[src/rtl/counter_pkg.sv]
// counter_pkg
// Shared definitions for the counter_uni_n codebase slice.
//   cnt_state_t        : two-state counter FSM encoding (CNT_RUN / CNT_HALT)
//   CNT_DEFAULT_WIDTH  : default counter width in bits
package counter_pkg;

  localparam int CNT_DEFAULT_WIDTH = 8;

  typedef enum logic {
    CNT_RUN  = 1'b0,
    CNT_HALT = 1'b1
  } cnt_state_t;

endpackage : counter_pkg

[src/rtl/counter_nextval.sv]
// counter_nextval
// Purely combinational next-value arithmetic for counter_uni_n: the bound
// compare, the wrap/stop step value and the preload clamp.
// Ports:
//   i_count     : current registered count
//   i_limit     : inclusive upper bound (range 0..i_limit)
//   i_preld     : raw preload value
//   i_updown    : 1 = count up, 0 = count down
//   i_wrapstop  : 1 = wrap at a bound, 0 = stop (hold) at a bound
//   o_count_step: value after one enabled count in RUN
//   o_boundary  : the enabled count would cross a bound
//   o_load_val  : preload clamped to i_limit
module counter_nextval
  import counter_pkg::*;
#(
  parameter int WIDTH = CNT_DEFAULT_WIDTH
) (
  input  logic [WIDTH-1:0] i_count,
  input  logic [WIDTH-1:0] i_limit,
  input  logic [WIDTH-1:0] i_preld,
  input  logic             i_updown,
  input  logic             i_wrapstop,
  output logic [WIDTH-1:0] o_count_step,
  output logic             o_boundary,
  output logic [WIDTH-1:0] o_load_val
);

  logic w_at_top;
  logic w_at_bottom;

  // ">=" rather than "==" so a count left above a lowered limit is treated
  // as already sitting on the upper bound.
  assign w_at_top    = (i_count >= i_limit);
  assign w_at_bottom = (i_count == '0);

  assign o_load_val  = (i_preld > i_limit) ? i_limit : i_preld;

  always_comb begin
    o_count_step = i_count;
    o_boundary   = 1'b0;
    if (i_updown) begin
      if (w_at_top) begin
        o_boundary = 1'b1;
        if (i_wrapstop) o_count_step = '0;
      end else begin
        // i_count < i_limit here, so +1 can never carry out of WIDTH bits
        o_count_step = i_count + 1'b1;
      end
    end else begin
      if (w_at_bottom) begin
        o_boundary = 1'b1;
        if (i_wrapstop) o_count_step = i_limit;
      end else begin
        // Decrements normally even when above a lowered limit
        o_count_step = i_count - 1'b1;
      end
    end
  end

endmodule : counter_nextval

[src/rtl/counter_uni_n.sv]
// counter_uni_n
// Up/down counter over 0..limit with wrap-or-stop bounds, synchronous
// clear/set/load, and a RUN/HALT FSM (stop mode parks in HALT).
// Optional build macro: CNTR_STICKY_OVF_EN -- overflow becomes sticky
// (cleared only by _areset, _clr or _load); default is a one-cycle pulse.
// Ports:
//   clk        : clock, rising edge
//   _areset    : asynchronous active-low reset
//   _clr       : sync active-low clear to 0 (highest priority)
//   _set       : sync active-low set to limit
//   _load      : sync active-low load of min(preld_val, limit)
//   preld_val  : preload value
//   limit      : inclusive upper bound
//   en         : count enable (active-high)
//   _updown    : 1 = up, 0 = down
//   _wrapstop  : 1 = wrap, 0 = stop at bound
//   dcout      : registered count
//   overflow   : boundary event flag
//   halted     : FSM is in HALT
module counter_uni_n
  import counter_pkg::*;
#(
  parameter int          WIDTH     = CNT_DEFAULT_WIDTH,
  parameter logic [31:0] RESET_VAL = 32'd0
) (
  input  logic             clk,
  input  logic             _areset,
  input  logic             _clr,
  input  logic             _set,
  input  logic             _load,
  input  logic [WIDTH-1:0] preld_val,
  input  logic [WIDTH-1:0] limit,
  input  logic             en,
  input  logic             _updown,
  input  logic             _wrapstop,
  output logic [WIDTH-1:0] dcout,
  output logic             overflow,
  output logic             halted
);

  localparam logic [WIDTH-1:0] RESET_VAL_W = RESET_VAL[WIDTH-1:0];

  cnt_state_t       r_state;
  cnt_state_t       w_state_next;
  logic [WIDTH-1:0] r_count;
  logic [WIDTH-1:0] w_count_next;
  logic             r_ovf;
  logic             w_ovf_next;
  logic             w_ovf_event;

  logic [WIDTH-1:0] w_count_step;
  logic             w_boundary;
  logic [WIDTH-1:0] w_load_val;

  counter_nextval #(
    .WIDTH (WIDTH)
  ) u_nextval (
    .i_count      (r_count),
    .i_limit      (limit),
    .i_preld      (preld_val),
    .i_updown     (_updown),
    .i_wrapstop   (_wrapstop),
    .o_count_step (w_count_step),
    .o_boundary   (w_boundary),
    .o_load_val   (w_load_val)
  );

  // State / datapath registers
  always_ff @(posedge clk or negedge _areset) begin
    if (!_areset) begin
      r_state <= CNT_RUN;
      r_count <= RESET_VAL_W;
      r_ovf   <= 1'b0;
    end else begin
      r_state <= w_state_next;
      r_count <= w_count_next;
      r_ovf   <= w_ovf_next;
    end
  end

  // Next-state and next-count logic
  always_comb begin
    w_state_next = r_state;
    w_count_next = r_count;
    w_ovf_event  = 1'b0;
    if (!_clr) begin
      w_count_next = '0;
      w_state_next = CNT_RUN;
    end else if (!_set) begin
      w_count_next = limit;
      w_state_next = CNT_RUN;
    end else if (!_load) begin
      w_count_next = w_load_val;
      w_state_next = CNT_RUN;
    end else begin
      case (r_state)
        CNT_HALT: begin
          // Exit cycle only; counting resumes on the following edge
          if (_wrapstop) w_state_next = CNT_RUN;
        end
        default: begin
          if (en) begin
            w_count_next = w_count_step;
            w_ovf_event  = w_boundary;
            if (w_boundary && !_wrapstop) w_state_next = CNT_HALT;
          end
        end
      endcase
    end
  end

`ifdef CNTR_STICKY_OVF_EN
  always_comb begin
    w_ovf_next = r_ovf | w_ovf_event;
    if (!_clr || !_load) w_ovf_next = 1'b0;
  end
`else
  always_comb begin
    w_ovf_next = w_ovf_event;
  end
`endif

  // Outputs
  always_comb begin
    dcout    = r_count;
    overflow = r_ovf;
    halted   = (r_state == CNT_HALT);
  end

endmodule : counter_uni_n

[config.mk]
export PLATFORM = sky130hd
export DESIGN_NAME = counter_uni_n
export DESIGN_NICKNAME = d
export VERILOG_FILES = /design/src/rtl/counter_pkg.sv /design/src/rtl/counter_nextval.sv /design/src/rtl/counter_uni_n.sv
export SDC_FILE = /design/constraint.sdc
export NUM_CORES = 1
export LEC_CHECK = 0
export ABC_AREA = 1
export CAP_MARGIN = 20
export CORE_UTILIZATION = 35
export DETAILED_ROUTE_END_ITERATION = 8
export GPL_TIMING_DRIVEN = 0
export PLACE_DENSITY = 0.56
export SKIP_CTS_REPAIR_TIMING = 1
export SYNTH_ARGS = -nofsm -noshare
export SYNTH_HDL_FRONTEND = slang
export SYNTH_SLANG_ARGS = --single-unit
[constraint.sdc]
create_clock -name clk -period 4.1 [get_ports clk]
set_input_delay 0.82 -clock clk [delete_from_list [all_inputs] [get_ports clk]]
set_output_delay 0.82 -clock clk [all_outputs]
set_load 0.02 [all_outputs]
Word level (Yosys, flattened, before mapping). Index checks and enable logic that the tools add are counted. W data, S select, Z words.

Register bits after elaboration: 10. Output and inout bits: 10. Word-level logic and storage cells: 41.

Mux-type cells: 26. Order comparisons: 2. Eq/ne operators: 4. $add $sub $neg: 2. Reductions and logical operators: 4.

Operator list (count): $mux W8 (11); $mux W1 (15); $ne A6 B6 Y1 const B (2); $add A8 B1 Y8 const B (1); $ge A8 B8 Y1 (1); $gt A8 B8 Y1 (1); $logic_not A8 Y1 (1); $sub A8 B1 Y8 const B (1); $ne A4 B3 Y1 const B (1); $ne A4 B4 Y1 const B (1); $reduce_and A4 Y1 (1); $logic_and A1 B1 Y1 (1); $logic_not A1 Y1 (1).

Depth between registers and ports, before layout. Gate-level depths: netlist of run 1.

Depth after elaboration: 10. Mapped depth: 16. Gate-level depth less buffers: 16.

Cells and area by module. A second synthesis of run 1 with hierarchy kept.

Cell total of the unflattened synthesis: 330. Area, all modules: 1884.3 um2.

By module, submodules not included: counter_nextval (sequential area each 0.0 um2, area each 1207.4 um2, instances 1, cells each 226); counter_uni_n (sequential area each 250.2 um2, area each 676.9 um2, instances 1, cells each 104).

Least setup slack after synthesis of run 1. OpenSTA, ideal clock, no wires.

Path type: in2reg. Start: input limit[7]. End: register r_count[2] (netlist: dcout[2]). Library setup time: 116 ps. Arrival: 2072 ps. Buffers on the path: 1. Stages: 12. Setup slack: 1911 ps. Required time: 3984 ps. Cells stage by stage: inv_1 -> ha_1 -> nand2_1 -> nor2_1 -> nor2_8 -> nand2_4 -> nand4_4 -> nand2_4 -> buf_6 -> nor2_2 -> nand2_1 -> nand2_1.

Longest elaborated chain between the ends: 8. Elaborated cells on any way between the ends: 12. Classes of those cells: 2 x order compare; 1 x eq/ne; 8 x mux; 1 x reduce/logical.

RTL lines: start, declared (line counter_uni_n.sv:32) `input logic [WIDTH-1:0] limit,`; $ge A8 B8 Y1 (line counter_nextval.sv:33) `assign w_at_top = (i_count >= i_limit);`; $mux W8 (line counter_nextval.sv:42) `if (w_at_top) begin`; $mux W8 (line counter_nextval.sv:41) `if (i_updown) begin`; $mux W8 (line counter_uni_n.sv:102) `if (en) begin`; $mux W8 (line counter_uni_n.sv:96) `case (r_state)`; $mux W8 (line counter_uni_n.sv:92) `end else if (!_load) begin`; $mux W8 (line counter_uni_n.sv:89) `end else if (!_set) begin`; $mux W8 (line counter_uni_n.sv:86) `if (!_clr) begin`; end signal, assigned (line counter_uni_n.sv:76) `r_count <= w_count_next;`; end, declared (line counter_uni_n.sv:45) `logic [WIDTH-1:0] r_count;`.

Parallel ways exist; a longest one is shown, timed or not. The select of a mux whose other input is x is not followed. A chain may end at the register's enable or synchronous reset.

Worst setup path in the final report of run 1.
Start: input limit[7]. End: register r_count[1] (netlist: dcout[1]).

Same word-level chain as after synthesis.

==> impl_metrics.py, run 1 <==
metrics = {
    "sta": {
        "clock.fmax_mhz": 357,
        "rsz0062_at_grt": "no",
        "finalClockSkew_ps": 6.81,
        "finalSetupViolCount": 0,
        "finalCritPeriodShare_pct": 68.3,
        "finalHoldViolCount": 0,
        "whs_ps": 473,
        "tns_ps": 0,
        "slew_violations": 0,
        "worst_pin_slew_ps": 436,
        "slew_headroom_pct": 70.8,
        "fin_crit_ps": 2800,
    },
    "synth": {
        "ys_ff_latch": 10,
        "synth_cell_types": 25,
        "syn_avg_cell_area_um2": 6.08,
        "yosysWarningCount": 0,
        "syn-num-nets": 317,
        "seq_area_frac_synth_pct": 15.0,
        "synthCells": 274,
        "synth_area_um2": 1670,
    },
    "worst_setup_path": {
        "crit_slowest_cell": "clkdlybuf4s50_1",
        "r2r_cells": 14,
        "reg2reg_slack_ps": 1920,
        "critPathRequiredTime_ps": 4220,
        "reg2reg_from": "dcout[0]$_DFFE_PN0P_",
        "worst-path-max-fanout": 9,
        "crit_path_frequent_cell": "nand2_1",
        "start_kind": "input port",
        "cp_slowest_stage_delay_ps": 520,
        "path_buf_inv": 2,
        "reg2reg_to": "dcout[2]$_DFFE_PN0P_",
        "critical_path_class": "in2reg",
        "path_cells": "clkdlybuf4s50_1, inv_1, ha_1, nand2_1, nor2_1, nand4_2, nand2_1, nand2_1, nand3_1, nand3_1, nand2_1, nand2_1",
        "cp-end-kind": "flop",
        "worstPathArrival_ps": 2920,
        "path_delay_family": "simple AND/OR/NAND/NOR gates",
    },
    "pwr": {
        "p_per_area_nw_per_um2": 232,
        "p_total_w": 0.000486,
        "irDropWorstVdd_mv": 0.155,
        "leakagePower_nw": 1.12,
    },
    "finish": {
        "nets": 354,
        "layout-drive-gt1-share_pct": 8.41,
        "mostFrequentLayoutCells": "93 x nand2_1, 44 x nand3_1, 34 x inv_1",
        "final_util_pct": 46.8,
        "area_delta_synth_final_pct": 25.6,
        "layout_commonest_cell": "nand2_1",
        "num_antenna_cells": 0,
    },
    "cts": {
        "cts.sinks": 10,
        "cts_max_level": 1,
        "cts_buffers": 3,
        "insertion_delay_ps": 230,
        "clk_pin_slew_ps": 40,
        "clock_tree.root_cell": "clkbuf_8",
        "cts_tree": "yes",
        "cts_buffer_depth": 2,
    },
    "route": {
        "finalWirelength_mm": 4.76,
        "dr.first_iter.drc_count": 72,
        "viasPerCell": 4.95,
        "vias": 1788,
        "post_drt_wl_per_cell_um": 13.2,
        "dr.pass1.iters": 6,
        "drc_errors": 0,
        "antenna_left": 0,
    },
    "global_route": {
        "grt_start_max_net_pins": 11,
        "overflow": 0,
        "grt_pass1_vias": 1709,
        "grt_use_total_pct": 20.4,
        "grt_pass1_wl_mm": 8.10,
        "antenna_found_initial": 0,
    },
    "floorplanning": {
        "core-area_um2": 4470,
        "top_level_ports": 34,
        "die_w_um": 71.0,
        "die_y_um": 71.0,
        "num_rows": 24,
        "die_area_um2": 5040,
        "start_util_pct": 37.2,
    },
    "hold_path": {
        "min_path_cells": 1,
        "min_from": "halted$_DFF_PN0_",
        "hold_path_class": "reg2reg",
        "holdPathEnd": "overflow$_DFF_PN0_",
    },
    "run_status": {
        "status": "finished clean",
    },
    "run": {
        "drv_cap": 0,
    },
    "placement": {
        "place_hpwl_mm": 3.89,
        "gp_congestion": 0.832,
        "io_buffers": 32,
    },
}
==> synthesized netlist by cell type (all sizes together) <==
| master | number | area share [%] |
|---|---|---|
| a31oi | 1 | 0.38 |
| dfrtp | 10 | 15 |
| ha | 19 | 14 |
| o211ai | 1 | 0.45 |
| nor2 | 24 | 7.9 |
| o21ai | 16 | 4.8 |
| buf | 4 | 2.1 |
| nand2 | 100 | 25 |
| clkbuf | 1 | 0.23 |
| inv | 37 | 8.3 |
| nand4 | 4 | 2.8 |
| nand3 | 44 | 13 |
| a21oi | 6 | 1.8 |
| xor2 | 6 | 3.2 |
| a21o | 1 | 0.45 |
==> stage by stage <==
| stage | cells | cell area (um2) | worst slack [ps] |
|---|---|---|---|
| 6_report | 361 | 2090 | 1300 |
| 4_1_cts | 361 | 2090 | 1310 |
| 2_1_floorplan | 274 | 1670 | 1910 |
| 3_3_place_gp | 358 | 2050 | 1090 |
| 3_5_place_dp | 358 | 2050 | 1050 |
| 5_1_grt | 361 | 2090 | 1120 |
==> per-layer routing <==
layer,track usage [%],vias to the layer above,routed length [um]
met5,0,-,0
met3,2.71,2,217
met1,27.5,793,2270
li1,-,954,-
met2,35.5,39,2270
met4,3.33,0,8
==> how the worst max path moves through the flow <==
stage                     startpoint                   end  slack, ps  cells after the start
final                       limit[7]  dcout[1]$_DFFE_PN0P_       1300                     12
after global routing        limit[7]  dcout[6]$_DFFE_PN0P_       1120                     13
after CTS                   limit[1]  dcout[2]$_DFFE_PN0P_       1310                     15
after detailed placement    limit[1]  dcout[2]$_DFFE_PN0P_       1050                     15
after global placement      limit[7]  dcout[1]$_DFFE_PN0P_       1090                     12
after floorplan             limit[7]  dcout[2]$_DFFE_PN0P_       1910                     12
==> cells by family (layout without fill, tap and decap cells) <==
kind of cell	count (synthesis)	after routing	share of synthesized area (%)
buffers and inverters	42	77	10.7
xor gates and xnor gates	6	6	3.16
DFF	10	10	15.0
adders and majority gates	19	19	14.3
AOI/OAI and AO/OA	25	25	7.89
and+or+nand+nor	172	172	49.0
==> cell type report <==
type	instances	area [um2]
Multi-Input combinational cell	222	1240
Inverter	37	139
Fill cell	491	2380
Sequential cell	10	250
Timing Repair Buffer	32	320
Clock buffer	3	41.3
Tap cell	52	65.1
Buffer	5	38.8
==> where the power goes <==
part | switching (W) | internal (W) | total [W]
clock network | 0.0000351 | 0.0000640 | 0.0000991
registers | 0.0000199 | 0.000107 | 0.000127
logic | 0.000152 | 0.000107 | 0.000260
==> registers in the layout, indices dropped and copies added (netlist names) <==
register	count
dcout	8
halted	1
overflow	1
Power figures use the tool's default switching activity.
==> run 2: changes to the inputs <==
==> constraint.sdc (replaced) <==
create_clock -name clk -period 2.9 [get_ports clk]
set_input_delay 0.58 -clock clk [delete_from_list [all_inputs] [get_ports clk]]
set_output_delay 0.58 -clock clk [all_outputs]
set_load 0.02 [all_outputs]
==> results of run 2 <==
The final DEF is identical to that of run 1. Status: finished clean.
Main changes from that run: setup slack after placement 1050 ps -> 94.0 ps; setup slack after layout 1300 ps -> 340 ps; register-to-register setup slack 1920 ps -> 720 ps; total power 0.000486 W -> 0.000687 W; worst IR drop on VDD 0.155 mV -> 0.219 mV
==> run 3: changes to the inputs <==
--- a/config.mk
+++ b/config.mk
@@ -10,8 +10,10 @@
 export CORE_UTILIZATION = 35
 export DETAILED_ROUTE_END_ITERATION = 8
 export GPL_TIMING_DRIVEN = 0
+export HOLD_SLACK_MARGIN = 0.05
 export PLACE_DENSITY = 0.56
 export SKIP_CTS_REPAIR_TIMING = 1
 export SYNTH_ARGS = -nofsm -noshare
 export SYNTH_HDL_FRONTEND = slang
 export SYNTH_SLANG_ARGS = --single-unit
+export TNS_END_PERCENT = 5
==> constraint.sdc (replaced) <==
create_clock -name clk -period 3.2 [get_ports clk]
set_input_delay 0.64 -clock clk [delete_from_list [all_inputs] [get_ports clk]]
set_output_delay 0.64 -clock clk [all_outputs]
set_load 0.02 [all_outputs]
==> results of run 3 <==
The final DEF is identical to that of run 1. Status: finished clean.
Main changes from that run: setup slack after placement 1050 ps -> 334 ps; setup slack after layout 1300 ps -> 580 ps; register-to-register setup slack 1920 ps -> 1020 ps; total power 0.000486 W -> 0.000623 W; worst IR drop on VDD 0.155 mV -> 0.198 mV
